## src/rtl/dmem_pipelined.sv

```systemverilog
// Pipelined data memory: word RAM behind valid/ready request and response
// channels, with byte strobes, fixed read latency and in-order responses.
// Ports: clk, rst (async active-low); req_valid/req_ready/req_write/
// req_addr/req_wdata/req_be; rsp_valid/rsp_ready/rsp_rdata/rsp_err.
// Optional macro DMEM_PARITY_EN adds per-byte even parity and the
// inj_par_err input (inverts stored parity of enabled bytes on a store).
module dmem_pipelined #(
    parameter int DATA_W      = 32,
    parameter int ADDR_W      = 32,
    parameter int DEPTH_WORDS = 64,
    parameter int RD_LATENCY  = 2,
    parameter int OUTSTANDING = 4
) (
    input  logic              clk,
    input  logic              rst,
    input  logic              req_valid,
    output logic              req_ready,
    input  logic              req_write,
    input  logic [ADDR_W-1:0] req_addr,
    input  logic [DATA_W-1:0] req_wdata,
    input  logic [DATA_W/8-1:0] req_be,
`ifdef DMEM_PARITY_EN
    input  logic              inj_par_err,
`endif
    output logic              rsp_valid,
    input  logic              rsp_ready,
    output logic [DATA_W-1:0] rsp_rdata,
    output logic              rsp_err
);
    localparam int NB = DATA_W / 8;
    localparam int IW = $clog2(DEPTH_WORDS);
    localparam int OW = $clog2(NB);
    localparam int CW = $clog2(OUTSTANDING + 1);
    localparam int PW = (OUTSTANDING > 1) ? $clog2(OUTSTANDING) : 1;
    localparam int PS = RD_LATENCY - 1;
    localparam int PD = (PS > 0) ? PS : 1;
    localparam logic [ADDR_W-1:0] LIMIT = ADDR_W'(DEPTH_WORDS * NB);
    localparam logic [ADDR_W-1:0] LMASK = ADDR_W'(NB - 1);

    logic [DATA_W-1:0] mem_q [DEPTH_WORDS];

    logic          acc;
    logic          pop;
    logic [IW-1:0] widx;
    logic          addr_err;
    logic          wr_ok;
    logic          par_bad;

    logic              in_v;
    logic [DATA_W-1:0] in_d;
    logic              in_e;
    logic              fin_v;
    logic [DATA_W-1:0] fin_d;
    logic              fin_e;

    logic              pv_q [PD];
    logic [DATA_W-1:0] pd_q [PD];
    logic              pe_q [PD];

    logic [DATA_W-1:0] fd_q [OUTSTANDING];
    logic              fe_q [OUTSTANDING];
    logic [PW-1:0]     wptr_q, rptr_q;
    logic [CW-1:0]     fcnt_q, fcnt_d;
    logic [CW-1:0]     cnt_q, cnt_d;

    assign acc      = req_valid & req_ready;
    assign pop      = rsp_valid & rsp_ready;
    assign widx     = IW'(req_addr >> OW);
    assign addr_err = (|(req_addr & LMASK)) | (req_addr >= LIMIT);
    assign wr_ok    = acc & req_write & ~addr_err;

`ifdef DMEM_PARITY_EN
    logic [NB-1:0] par_q [DEPTH_WORDS];

    always_ff @(posedge clk) begin
        if (wr_ok) begin
            for (int b = 0; b < NB; b++) begin
                if (req_be[b]) begin
                    par_q[widx][b] <= (^req_wdata[8*b +: 8]) ^ inj_par_err;
                end
            end
        end
    end

    always_comb begin
        par_bad = 1'b0;
        for (int b = 0; b < NB; b++) begin
            if ((^mem_q[widx][8*b +: 8]) != par_q[widx][b]) begin
                par_bad = 1'b1;
            end
        end
    end
`else
    assign par_bad = 1'b0;
`endif

    always_ff @(posedge clk) begin
        if (wr_ok) begin
            for (int b = 0; b < NB; b++) begin
                if (req_be[b]) begin
                    mem_q[widx][8*b +: 8] <= req_wdata[8*b +: 8];
                end
            end
        end
    end

    // Stores and errored loads carry zero data; a parity hit keeps raw data.
    assign in_v = acc;
    assign in_d = (!req_write && !addr_err) ? mem_q[widx] : '0;
    assign in_e = addr_err | (~req_write & par_bad);

    // RD_LATENCY-1 register stages, the FIFO write is the final stage.
    generate
        if (PS == 0) begin : g_nopipe
            assign fin_v = in_v;
            assign fin_d = in_d;
            assign fin_e = in_e;
        end else begin : g_pipe
            assign fin_v = pv_q[PS-1];
            assign fin_d = pd_q[PS-1];
            assign fin_e = pe_q[PS-1];
        end
    endgenerate

    always_ff @(posedge clk or negedge rst) begin
        if (!rst) begin
            for (int i = 0; i < PD; i++) begin
                pv_q[i] <= 1'b0;
                pd_q[i] <= '0;
                pe_q[i] <= 1'b0;
            end
        end else begin
            pv_q[0] <= in_v;
            pd_q[0] <= in_d;
            pe_q[0] <= in_e;
            for (int i = 1; i < PS; i++) begin
                pv_q[i] <= pv_q[i-1];
                pd_q[i] <= pd_q[i-1];
                pe_q[i] <= pe_q[i-1];
            end
        end
    end

    // Response FIFO; the credit counter guarantees it cannot overflow.
    always_ff @(posedge clk) begin
        if (fin_v) begin
            fd_q[wptr_q] <= fin_d;
            fe_q[wptr_q] <= fin_e;
        end
    end

    always_comb begin
        fcnt_d = fcnt_q;
        unique case ({fin_v, pop})
            2'b10:   fcnt_d = fcnt_q + 1'b1;
            2'b01:   fcnt_d = fcnt_q - 1'b1;
            default: fcnt_d = fcnt_q;
        endcase
    end

    always_comb begin
        cnt_d = cnt_q;
        unique case ({acc, pop})
            2'b10:   cnt_d = cnt_q + 1'b1;
            2'b01:   cnt_d = cnt_q - 1'b1;
            default: cnt_d = cnt_q;
        endcase
    end

    always_ff @(posedge clk or negedge rst) begin
        if (!rst) begin
            wptr_q <= '0;
            rptr_q <= '0;
            fcnt_q <= '0;
            cnt_q  <= '0;
        end else begin
            if (fin_v) begin
                wptr_q <= (wptr_q == PW'(OUTSTANDING - 1)) ? '0 : wptr_q + 1'b1;
            end
            if (pop) begin
                rptr_q <= (rptr_q == PW'(OUTSTANDING - 1)) ? '0 : rptr_q + 1'b1;
            end
            fcnt_q <= fcnt_d;
            cnt_q  <= cnt_d;
        end
    end

    assign req_ready = (cnt_q < CW'(OUTSTANDING));
    assign rsp_valid = (fcnt_q != '0);
    assign rsp_rdata = rsp_valid ? fd_q[rptr_q] : '0;
    assign rsp_err   = rsp_valid ? fe_q[rptr_q] : 1'b0;

endmodule
```

## config.mk

```make
export PLATFORM = sky130hd
export DESIGN_NAME = dmem_pipelined
export DESIGN_NICKNAME = d
export VERILOG_FILES = /design/src/rtl/dmem_pipelined.sv
export SDC_FILE = /design/constraint.sdc
export NUM_CORES = 2
export LEC_CHECK = 0
export CAP_MARGIN = 20
export CORE_UTILIZATION = 37
export CTS_CLUSTER_SIZE = 24
export DETAILED_ROUTE_END_ITERATION = 7
export REMOVE_ABC_BUFFERS = 1
export SLEW_MARGIN = 20
export SYNTH_ARGS = -nofsm -noshare
export SYNTH_HDL_FRONTEND = slang
export SYNTH_SLANG_ARGS = --single-unit
```

## constraint.sdc

```tcl
create_clock -name clk -period 2.8 [get_ports clk]
set_clock_uncertainty 0.1 [all_clocks]
set_input_delay 0.56 -clock clk [delete_from_list [all_inputs] [get_ports clk]]
set_output_delay 0.56 -clock clk [all_outputs]
set_load 0.01 [all_outputs]
```

# Word level (Yosys, flattened, before mapping)
# Memories as Yosys holds them, arrays and structs flattened.
# Cells that the tools add are included.
[op_classes] div=0 muxes=21 bitwise_logic=6 eq_ne=6 reduce_logical=7 multipliers=0 addsub=6 magnitude_cmp=2 shift=0
[ops] op="32-bit 2-to-1 mux" n=2
[ops] op="32-bit by 9-bit greater-or-equal comparator with 1-bit output (second input constant)" n=1
[ops] op="1-bit 2-to-1 mux" n=15
[ops] op="3-bit one-hot mux with 2 select lines" n=2
[ops] op="2-bit equality test (second input constant)" n=4
[ops] op="3-bit by 1-bit adder with 3-bit output (second input constant)" n=2
[ops] op="3-bit by 1-bit subtractor with 3-bit output (second input constant)" n=2
[ops] op="2-bit by 1-bit adder with 2-bit output (second input constant)" n=2
[ops] op="1-bit bitwise AND" n=4
[ops] op="2-bit by 1-bit equality test with 1-bit output (second input constant)" n=2
[ops] op="2-bit 2-to-1 mux" n=2
[ops] op="2-bit nonzero test" n=2
[ops] op="3-bit less-than comparator (second input constant)" n=1
[ops] op="3-bit nonzero test" n=1
[ops] op="1-bit zero test" n=2
[ops] op="2-bit OR reduction" n=1
[ops] op="1-bit logical AND" n=1
[ops] op="1-bit NOT" n=1
[ops] op="1-bit bitwise OR" n=1
[word_totals] memories=3 romBits=0 wordCells=58 in_bits=73 output_inout_bits=35 latch_bits=0 ram_bits=2180 ff_bits=44
[mem_list] memory="mem_q" words=64 word_bits=32 rd=1 rd_clocked_by_memory_dff=0 write_ports=1 line="40" text="logic [DATA_W-1:0] mem_q [DEPTH_WORDS];"
[mem_list] memory="fd_q" words=4 word_bits=32 rd=1 rd_clocked_by_memory_dff=0 write_ports=1 line="60" text="logic [DATA_W-1:0] fd_q [OUTSTANDING];"
[mem_list] memory="fe_q" words=4 word_bits=1 rd=1 rd_clocked_by_memory_dff=0 write_ports=1 line="61" text="logic fe_q [OUTSTANDING];"

# Logic depth before layout (Yosys ltp)
[depth] ltp_word=6 ltp_mapped=11 depth_no_buf=9

# Worst setup path after synthesis
# OpenSTA, ideal clock, no wires.
[synth_path] kind="input to register" from="input req_addr[4]" to="memory mem_q[57][10], enable pin" t_required_ps=2330 setup_slack_ps=41 setup_time_ps=370 stages=9 t_arrival_ps=2289 path_buffers=6 path_cell_list="buf_6 -> buf_6 -> buf_6 -> buf_6 -> buf_2 -> buf_2 -> nor2_1 -> nand2_1 -> nor2_1"
[synth_via] elab_chain_cells=6
[synth_rtl] element="from (decl)" line="19" text="input logic [ADDR_W-1:0] req_addr,"
[synth_rtl] element="32-bit by 9-bit greater-or-equal comparator with 1-bit output" line="69" text="assign addr_err = (|(req_addr & LMASK)) | (req_addr >= LIMIT);"
[synth_rtl] element="1-bit bitwise OR" line="69"
[synth_rtl] element="1-bit NOT" line="70" text="assign wr_ok = acc & req_write & ~addr_err;"
[synth_rtl] element="1-bit bitwise AND" line="70"
[synth_rtl] element="1-bit 2-to-1 mux" line="98" text="if (wr_ok) begin"
[synth_rtl] element="1-bit 2-to-1 mux (implied by the code)" line="101" text="mem_q[widx][8*b +: 8] <= req_wdata[8*b +: 8];"
[synth_rtl] element="to (decl)" line="40"
# Parallel ways exist; a longest one is shown, timed or not.

# Final worst setup path
[layout_path] from="register rptr_q[0]" to="output rsp_rdata[28]"
[layout_via] elab_chain_cells=2
[layout_rtl] element="from (decl)" line="62" text="logic [PW-1:0] wptr_q, rptr_q;"
[layout_rtl] element="from (signal assigned)" line="181" text="rptr_q <= (rptr_q == PW'(OUTSTANDING - 1)) ? '0 : rptr_q + 1'b1;"
[layout_rtl] element="memory read 4 x 32 bit"
[layout_rtl] element="32-bit 2-to-1 mux" line="190" text="assign rsp_rdata = rsp_valid ? fd_q[rptr_q] : '0;"
[layout_rtl] element="to (decl)" line="27" text="output logic [DATA_W-1:0] rsp_rdata,"
# No other way between the ends.

==> results.txt <==
fin area: 105000 µm²
Nets: 5810
vias in the first global route: 51263
I/O pin cnt: 108
routability cong.: 0.968
hold endpoint: mem_q[14][31]
relative slew slack: 0.443
Critical Path RT: 2.14 ns
Compound-Gate Fraction of Synth Area: 0.0805
f_max: 334 MHz
vias post-DR: 52223
layout cells sized above 1: 0.296
Yosys reg bits: 2224
FF-to-FF Start: cnt_q[2]
max-slew violations: 0
CTS tree: done
Final Hold Viols: 0
R2R depth: 9
HPWL Detailed: 190 mm
critical path launch point: rptr_q[0]
number of synthesized flops with an enable pin: 2180
gr usage total: 0.236
largest family of logic cells by synthesized area: multiplexers
Tmin final: 2.99 ns
antenna violations before repair: 20
Adder-Cell Fraction of Synth Area: 0.00148
Area Growth Syn to Fin: 21.7%
detailed-route DRC error count: 0
mux share of post-synthesis cell area: 0.0853
Critical Path Fanout Max: 5
worst hold path class: input port to flip-flop
CP arrival: 2.33 ns
Iter 0 DRT Violations: 7533
Async SR Flop Fraction: 0.0198
Root Driver: clkbuf_16
Syn Area/Cell: 17.9 µm²
Most used DFF post-synth: edfxtp_1
Syn Inst Count: 4810
setup slack, reg-to-reg: 0.37 ns
Place WS: -0.842 ns
DRT Pass-1 Iters: 8
maximum vdd drop: 0.000597 V
area share of the largest cell type after synthesis: 0.760
die area: 235000 µm²
Die W: 484 µm
Max-Cap Viols: 0
core footprint: 231000 µm²
total grt overflow: 0
Syn. warnings: 0
cell taking the most area after synthesis: edfxtp_1
RSZ-0062 raised after global routing: true
top-count cell post-synth: edfxtp_1
final core occ: 0.454
CP most frequent cell: buf_12
Critical Path Sink Type: primary output
synthesized area: 86100 µm²
worst-path cell chain: buf_12, buf_12, mux4_2, and2_1, buf_2
Synth cell types: 72
Initial Util: 0.373
Filler cells: 19675
worst path bufs/invs: 3
Max clock buf depth: 3
commonest cells in the netlist: 2180 x edfxtp_1, 376 x nor2_1, 327 x o22ai_1, 214 x mux2_2, 209 x o221ai_1
die height: 484 µm
CP delay by family, top: multiplexers
worst skew pair latency: 0.89 ns
register area share after synthesis: 0.773
Post-DP Area: 97400 µm²
Avg WL per Cell: 31.5 µm
smallest setup slack after layout: -0.193 ns
vias per inst: 5.84
Max H-tree Level: 4
routed wire length: 281 mm
pin count of the biggest net entering global routing: 84
crit path kind: flip-flop to primary output
largest cells by area after synthesis: edfxtp_1 76%, mux4_2 4.0%, mux2_2 2.8%
Pwr Density: 703 nW/µm²
CP max-delay cell: mux4_2
Tot Pwr: 73.7 mW
failing checks: setup timing
number of port buffers: 107
Crit Reg-Reg Endpoint: mem_q[27][23]
Post-DRT Antenna Nets: 0
min-delay src: req_wdata[31]
Worst-Margin Slew: 0.815 ns
simple-gate area share of the yosys netlist: 0.0356
hold path depth: 1
final setup fails: 33
floorplan row count: 176
outcome: finished with violations
first-pass GRT wire length: 393 mm
Critical Path Max Stage Delay: 0.53 ns
CTS sink count: 2224
leakage: 34.5 nW
CTS clk-pin slew, worst paths: 0.06 ns
fin crit share: 1.07
xor/xnor share of the synthesized area: 0.000610
startpoint types: flip-flop
cts bufs inserted: 219
[worst max path at each step]
stage                     to  slack [ns]  depth (start not counted)
2_1_floorplan      fin_d[15]       -2.20                          6
3_5_place_dp       fin_d[26]       -0.84                         10
6_report       rsp_rdata[28]       -0.19                          5
4_1_cts         rsp_rdata[7]       -0.31                          6
5_1_grt        rsp_rdata[15]       -0.27                          5
3_3_place_gp       fin_d[30]       -1.10                         10
[cell type report]
type / instances / area (µm²) / share of cell area
flip-flops and latches: 2224 / 66600 / 0.635
multi-input cells: 2235 / 17700 / 0.169
repair buffers: 1031 / 9480 / 0.0905
clock buffers: 275 / 5800 / 0.0554
well taps: 3026 / 3790 / 0.0361
clock inverters: 130 / 1320 / 0.0126
inverters: 17 / 70.1 / 0.000669
diodes: 9 / 22.5 / 0.000215
[placed cells by master (no fill, tap or decap), types with 24 or more instances in the layout]
| cell | count |
|---|---|
| dfrtp_1 | 43 |
| o221ai_1 | 209 |
| mux2i_1 | 149 |
| nor2_1 | 372 |
| a2bb2oi_1 | 24 |
| clkdlybuf4s50_1 | 37 |
| buf_4 | 790 |
| mux4_2 | 153 |
| mux2_2 | 214 |
| clkinv_2 | 40 |
| buf_12 | 128 |
| buf_2 | 48 |
| a21oi_1 | 138 |
| edfxtp_1 | 2180 |
| nand2_1 | 176 |
| o21ai_0 | 112 |
| a221oi_1 | 42 |
| clkinv_1 | 45 |
| clkbuf_16 | 221 |
| o22ai_1 | 327 |
| a22oi_1 | 48 |
| clkbuf_1 | 47 |
[logic make-up (layout without fill, tap and decap cells)]
| family | count (synthesis) | after routing |
|---|---|---|
| simple gates | 707 | 707 |
| flops | 2224 | 2224 |
| fa+ha+maj | 9 | 9 |
| buf+inv | 351 | 1453 |
| mux | 516 | 516 |
| compound gates | 997 | 997 |
| xor+xnor | 6 | 6 |
| other cells | 0 | 9 |
[worst reg2reg max path: stages, from the launching register on]
cell     delay, ns
dfrtp_1       0.36
inv_1         0.10
nand2_1       0.10
inv_1         0.09
and3_1        0.22
buf_12        0.17
nand2_2       0.10
buf_12        0.19
nor2_1        0.42
buf_4         0.26
[registers in the layout, indices dropped and copies added, names as in the netlist]
name    cells
fe_q        4
fin_d      32
cnt_q       3
fin_e       1
rptr_q      2
wptr_q      2
mem_q    2048
fcnt_q      3
fin_v       1
fd_q      128
[report_power, final]
part	switching, mW	internal, mW	total [mW]
Clock	12.8	16.7	29.4
Combinational	3.93	3.27	7.20
Sequential	0.109	36.9	37.0
[layer usage]
layer / part of all wire / track usage / vias to the layer above
met2: 0.45 / 0.358 / 3135
met5: 0.00038 / 0 / -
met3: 0.12 / 0.0652 / 565
met4: 0.044 / 0.0985 / 18
li1: - / - / 21469
met1: 0.39 / 0.320 / 27036
[what timing repair did]
item	CTS	global route
setup endpoints to repair	34	36
resized for setup	168	22
hold buffers	1	0
cloned	7	0
endpoints found under the hold margin	14	0
pin swaps	32	2
setup buffers	9	2
[metrics by stage]
step	cells	hold WS, ns	setup TNS [ns]
2_1_floorplan	4476	0.164	-1060.37
3_3_place_gp	8517	0.349	-821.70
3_5_place_dp	8518	0.370	-887.19
4_1_cts	8940	0.00149	-8.19
5_1_grt	8940	0.0192	-7.54
6_report	8947	0.0490	-5.01
No activity file was read; power rests on OpenSTA's default activity.
